[src/rtl/rename_reg_file.sv]
// Architectural register file with per-register ROB rename labels (x0 hardwired to zero).
// Optional macro RF_BYPASS_EN forwards a same-cycle matching commit onto the read ports.
module rename_reg_file #(
  parameter int REG_NUM      = 32,
  parameter int VAL_WIDTH    = 32,
  parameter int ROB_ID_WIDTH = 4
) (
  input  logic                    clk,
  input  logic                    rst_n_in,
  input  logic                    rdy_in,
  input  logic                    dec_en,
  input  logic [4:0]              dec_rd,
  input  logic [ROB_ID_WIDTH:0]   dec_tag,
  input  logic [4:0]              rs1,
  input  logic [4:0]              rs2,
  output logic [ROB_ID_WIDTH:0]   rf_label1,
  output logic [ROB_ID_WIDTH:0]   rf_label2,
  output logic [VAL_WIDTH-1:0]    rf_val1,
  output logic [VAL_WIDTH-1:0]    rf_val2,
  input  logic                    commit_en,
  input  logic [4:0]              commit_rd,
  input  logic [VAL_WIDTH-1:0]    commit_res,
  input  logic [ROB_ID_WIDTH:0]   commit_lab,
  input  logic                    flush_in
);

  logic [VAL_WIDTH-1:0]  val_q   [REG_NUM];
  logic [VAL_WIDTH-1:0]  val_d   [REG_NUM];
  logic [ROB_ID_WIDTH:0] label_q [REG_NUM];
  logic [ROB_ID_WIDTH:0] label_d [REG_NUM];

  // Next-state: commit writes value and retires a matching label; issue (or flush) then overrides the label.
  always_comb begin
    for (int i = 0; i < REG_NUM; i++) begin
      val_d[i]   = val_q[i];
      label_d[i] = label_q[i];
      if (i == 0) begin
        val_d[i]   = '0;
        label_d[i] = '0;
      end else if (rdy_in) begin
        if (commit_en && (commit_rd == 5'(i))) begin
          val_d[i] = commit_res;
          if (label_q[i] == commit_lab) begin
            label_d[i] = '0;
          end else begin
            label_d[i] = label_q[i];
          end
        end else begin
          val_d[i] = val_q[i];
        end
        if (flush_in) begin
          label_d[i] = '0;
        end else if (dec_en && (dec_rd == 5'(i))) begin
          label_d[i] = dec_tag;
        end else begin
          label_d[i] = label_d[i];
        end
      end else begin
        val_d[i]   = val_q[i];
        label_d[i] = label_q[i];
      end
    end
  end

  // State registers with asynchronous clear.
  always_ff @(posedge clk or negedge rst_n_in) begin
    if (!rst_n_in) begin
      for (int i = 0; i < REG_NUM; i++) begin
        val_q[i]   <= '0;
        label_q[i] <= '0;
      end
    end else begin
      for (int i = 0; i < REG_NUM; i++) begin
        val_q[i]   <= val_d[i];
        label_q[i] <= label_d[i];
      end
    end
  end

  // Read ports: pre-edge state, x0 reads as zero, optional commit forwarding.
  always_comb begin
    rf_label1 = '0;
    rf_val1   = '0;
    rf_label2 = '0;
    rf_val2   = '0;
    if (rs1 != 5'd0) begin
      rf_label1 = label_q[rs1];
      rf_val1   = val_q[rs1];
    end else begin
      rf_label1 = '0;
      rf_val1   = '0;
    end
    if (rs2 != 5'd0) begin
      rf_label2 = label_q[rs2];
      rf_val2   = val_q[rs2];
    end else begin
      rf_label2 = '0;
      rf_val2   = '0;
    end
`ifdef RF_BYPASS_EN
    if (rdy_in && commit_en && (commit_rd != 5'd0) && (rs1 == commit_rd) &&
        (label_q[rs1] == commit_lab)) begin
      rf_label1 = '0;
      rf_val1   = commit_res;
    end else begin
      rf_label1 = rf_label1;
    end
    if (rdy_in && commit_en && (commit_rd != 5'd0) && (rs2 == commit_rd) &&
        (label_q[rs2] == commit_lab)) begin
      rf_label2 = '0;
      rf_val2   = commit_res;
    end else begin
      rf_label2 = rf_label2;
    end
`endif
  end

endmodule

[config.mk]
export PLATFORM = sky130hd
export DESIGN_NAME = rename_reg_file
export DESIGN_NICKNAME = d
export VERILOG_FILES = /design/src/rtl/rename_reg_file.sv
export SDC_FILE = /design/constraint.sdc
export NUM_CORES = 2
export LEC_CHECK = 0
export ABC_AREA = 1
export BUFFER_PORTS_ARGS = -buffer_cell sky130_fd_sc_hd__buf_4
export CORE_ASPECT_RATIO = 0.5
export CORE_MARGIN = 1.5
export CORE_UTILIZATION = 45
export DETAILED_ROUTE_END_ITERATION = 12
export PLACE_DENSITY = 0.7
export SLEW_MARGIN = 0
export SYNTH_ARGS = -nofsm -noshare
export SYNTH_HDL_FRONTEND = slang
export SYNTH_SLANG_ARGS = --single-unit
[constraint.sdc]
create_clock -name clk -period 2.7 [get_ports clk]
set_input_delay 0 -clock clk [delete_from_list [all_inputs] [get_ports clk]]
set_output_delay 0 -clock clk [all_outputs]
set_load 0.02 [all_outputs]
Word-level counts from Yosys, hierarchy flattened

Cells that the tools add are included.

Bits in registers: 1147
Bits of input ports: 68
Output and inout port bits: 74

Order comparisons: 2
Equal/unequal tests: 93
Multiplexer cells: 140
Bitwise gates (word level): 2
Reductions and logical operators: 188

Operators with widths:

| operator                                                 | count |
|---|---|
| two-way mux 5 bit                                        | 130 |
| binary-select mux 32 bit (select 5 bit)                  | 2 |
| two-way mux 32 bit                                       | 6 |
| nonzero test 3 bit                                       | 62 |
| == test 5 bit, second input constant                     | 32 |
| == test 5 bit                                            | 31 |
| AND reduction 3 bit                                      | 31 |
| == test 5 x 4 -> 1 bit, second input constant            | 16 |
| logical AND 1 bit                                        | 62 |
| AND reduction 2 bit                                      | 31 |
| binary-select mux 5 bit (select 5 bit)                   | 2 |
| == test 5 x 3 -> 1 bit, second input constant            | 8 |
| == test 5 x 2 -> 1 bit, second input constant            | 4 |
| greater-or-equal comparator 6 bit, second input constant | 2 |
| inverter 5 -> 6 bit                                      | 2 |
| == test 5 x 1 -> 1 bit, second input constant            | 2 |
| nonzero test 5 bit                                       | 2 |

Longest topological paths before layout

Depth after elaboration: 5
Gate-level depth with buffers: 12

Worst setup path after synthesis

OpenSTA, ideal clock, no wires.

Path type: input to output
From: in rs1[1]
To: out rf_label1[1]
Arrival time: 1.175 ns
Data required time: 2.700 ns
Slack: 1.525 ns
Cell stages on the path: 10
Buffers on the path: 3
Cell sequence: buf_2 clkinv_1 buf_2 clkbuf_1 nand3_1 nand3_1 nand3_1 nand2_1 nand2_1 nand2_1

Longest elaborated chain between the ends: 5

Ends and longest elaborated chain:

| item                                                  | line | text |
|---|---|---|
| start: declaration                                    | 14   | `input logic [4:0] rs1,` |
| inverter 5 -> 6 bit (implied by the code)             | 87   | `rf_label1 = label_q[rs1];` |
| binary-select mux 5 bit (select 5 bit)                | 87   |  |
| two-way mux 5 bit (implied by the code) (2 in series) | 87   |  |
| two-way mux 5 bit *                                   | 86   | `if (rs1 != 5'd0) begin` |
| end: declaration                                      | 16   | `output logic [ROB_ID_WIDTH:0] rf_label1,` |

Mark *: on every way between the ends. The rest lies on a longest branch, timed or not. The select of a mux whose other input is x is not followed.

Final worst setup path

From: in rdy_in
To: reg label_q[1] (netlist name)

Longest elaborated chain between the ends: 1

Ends and longest elaborated chain:

| item                                 | line | text |
|---|---|---|
| start: declaration                   | 10   | `input logic rdy_in,` |
| AND reduction 3 bit (no source line) | -    |  |
| end signal: indexed assignment       | 75   | `label_q[i] <= label_d[i];` |
| end: declaration                     | 29   | `logic [ROB_ID_WIDTH:0] label_q [REG_NUM];` |

Every way passes these cells.
A chain may end at the register's enable or synchronous reset.

==> impl_results.md <==
* Ys flop type: dfrtp_1
* Family with the most delay on the worst path: buffers and inverters
* Buf/Inv on CP at 6
* Vias in the first global route at 66,650
* Syn avg cell area at between 6 and 7 sq um
* Slack of the critical path at about 0.050 ns
* Part of the cycle the worst path needs at a little over nine tenths
* Final setup vio count at 0
* Most frequent cell after synthesis: nand2_1
* Mapped Area at just under 70,000 sq um
* CP max-delay cell: dlygate4sd3_1
* Gate power share at between 10% and 20%
* Mapped Cells at 10,570
* EDFF count, synth at 0
* Arr. time, crit path at roughly 3.3 ns
* Lkg Pwr at 0.03745 uW
* WHS Path Cells at 3
* Clk pwr share at between 30% and 40%
* Row cnt at 101
* Drt wl/cell at around 23 microns
* Fmax at 377.4 MHz
* DP Worst Slack at 0.4445 ns
* Sequential power share at roughly 44%
* CTS sink cnt at roughly 1,100
* FILL cells at between 10,000 and 15,000
* CP endpoint kind: register
* Total GRT Usage at a little over a third
* Post-layout min period at about 2.6 ns
* R2R setup slack at approximately 0.45 ns
* Peak VDD IR at around 0.00054 V
* Int Pwr at between 30,000 and 40,000 uW
* Final slew viol count at 0
* DR vias/cell at ~5.9
* Post-DRT Antenna Nets at 0
* CTS root buf: clkbuf_16
* Initial core utilization at 45.34%
* Seq/Total Area, Yosys at between 40% and 50%
* Hpwl dp at around 160,000 microns
* Via count at between 70,000 and 80,000
* Hold Crit Class: in -> reg
* Post-synth top area cell: dfrtp_1
* I/O Pins at ~140
* CP peak stage delay at 0.63 ns
* R2R Path End: label_q[124]
* CP Class: in -> reg
* Sw Share at 32.07%
* Unrepaired setup endpoints after global routing: false
* Area Growth Syn to Fin at 11.47%
* Layout cell share with drive strength beyond 1 at just under 6%
* Chip Height at ~280 microns
* Core footprint at between 150,000 and 200,000 sq um
* Max_slew headroom at 17.59%
* Final Wtd Congestion at about 0.98
* Skew-Pair Late Insertion Delay at roughly 0.76 ns
* Post-CTS Setup Bufs at 0
* Pwr dens at approximately 600 nW/um^2
* Max-cap violations at 0
* Worst-path clk slew at 0.06 ns
* Worst r2r path cells at 8
* CTS tree: done
* Type of origin of the critical path: input pin
* H-tree Lvls at 3
* Net Sw Power at approximately 15,000 uW
* Routed WL at 279,200 microns
* Setup Skew at 0.01961 ns
* First-pass GRT wire length at 418,200 microns
* Nets@finish at 10,360
* CP Max Fanout at 90
* Synth area leaders: dfrtp_1, nand2_1, nand3_1
* Synth top area share at 41.75%
* Die area at 155,300 sq um
* # DRC at 0
* Synthesized net count at approximately 11,000
* Post-synth ARST share at 100.0%
* CP required at between 3 and 4 ns
* TNS Setup at 0 ns
* Hold endpoint: val_q[389]
* Pre-antenna DRT Iters at 8
* Most used cell along the critical path: dlygate4sd3_1
* DRT iter0 DRCs at around 11,000
* Top cells by count, synth: nand2_1, nand3_1, dfrtp_1, o21ai_0, inv_1
* Port Buffer Count at approximately 140
* Power after layout at 46,180 uW
* Outcome: complete, no violations
* Clk buf depth at 3
* CTS buffer count at between 100 and 150
* CP Cell Sequence: dlygate4sd3_1 > buf_8 > buf_4 > buf_12 > nand4_1 > dlygate4sd3_1 > nand2_1 > dlygate4sd3_1
* R2r startpoint: label_q[123]
* Die Wd at about 560 microns
* Largest net degree at the start of global routing at ~160
* Grt ovf at 0
* Initial antenna violation count at 5
* Yosys reg bits at about 1,100
* Synth warnings at 0
* Worst hold start: commit_res[5]
* Hold Vio Cnt, Final at 0
* Actual slew at the worst max-slew pin at between 1 and 1.5 ns
* Synth cell types at 24
## cell usage in the layout, fill, tap and decap left out, types with 8 or more instances in the layout
cell type	count
nand2_4	17
xnor2_1	13
clkinv_2	12
nand3_4	14
buf_4	261
nand2_1	4231
o21ai_1	135
inv_1	807
nand3_1	1877
clkbuf_16	114
bufinv_16	10
nor2_1	262
buf_12	102
clkbuf_1	31
clkbuf_8	22
a21oi_1	301
inv_2	10
dfrtp_1	1147
o21bai_1	16
nor2_2	8
o21ai_0	863
dlygate4sd3_1	67
xor2_1	14
## cells by family after synthesis
kind of cell / synth area share (%)
buffers and inverters: 9.527
DFF: 41.75
xor gates and xnor gates: 0.3439
and+or+nand+nor: 38.75
AOI/OAI and AO/OA: 9.630
## area by class of cell
class,instances,area [sq um],share of cell area [%]
Inverter,826,3148,4.108
Sequential cell,1147,28700,37.45
Tap cell,2008,2512,3.278
Clock inverter,35,475.5,0.6204
Antenna cell,3,7.507,0.009795
Multi-Input combinational cell,7769,33750,44.03
Clock buffer,165,3244,4.233
Timing Repair Buffer,438,4802,6.266
## metal layers
layer / vias up / track usage [%] / wire length (microns)
li1: 33020 / - / -
met1: 33770 / 48.28 / 110600
met2: 5184 / 51.20 / 113600
met3: 946 / 9.911 / 39790
met4: 8 / 17.22 / 15050
met5: - / 0.1852 / 110
## worst max path at each step
stage / endpoint / cells after the start / slack [ns] / startpoint
after CTS: label_q[124] / 13 / 0.03 / dec_rd[2]
after global placement: val_q[360] / 8 / 0.47 / commit_rd[1]
after floorplan: rf_label1[1] / 10 / 1.52 / rs1[1]
final: label_q[1] / 8 / 0.05 / rdy_in
after detailed placement: val_q[359] / 8 / 0.44 / commit_rd[1]
after global routing: label_q[1] / 8 / 0.02 / rdy_in
## power groups by stage
stage | combinational (uW) | sequential, uW | clock, uW
floorplan | 5880 | 20400 | 0
CTS | 8850 | 20400 | 16600
global route | 10100 | 20700 | 17300
detailed placement | 8770 | 20700 | 0
finish | 9050 | 20500 | 16600
global placement | 8570 | 20700 | 0
## flip-flops by register name (all words and copies together) (netlist names)
name,flops
label_q,155
val_q,992
## tightest hold or removal path, delay by kind of cell
family	cells	cell delay [ns]
AOI/OAI and AO/OA	1	0.26
buffers and inverters	2	0.46
## repair_timing
item                                    in CTS  in global routing
hold endpoints to repair                  1403                 15
gates resized for setup                      0                  3
endpoints found under the setup margin       0                  3
hold buffers                                66                  3
## through the flow
| step | area (sq um) | cells | utilization, % | hold WS, ns |
|---|---|---|---|---|
| 6_report | 76640 | 12390 | 50.54 | 0.02626 |
| 3_5_place_dp | 72210 | 12120 | 47.61 | -0.007341 |
| 5_1_grt | 76630 | 12390 | 50.53 | 0.07281 |
| 4_1_cts | 76600 | 12390 | 50.51 | 0.0008266 |
| 3_3_place_gp | 72210 | 12120 | 47.61 | -0.009652 |
| 2_1_floorplan | 68750 | 10570 | - | -0.2956 |
Power figures use the tool's default switching activity.
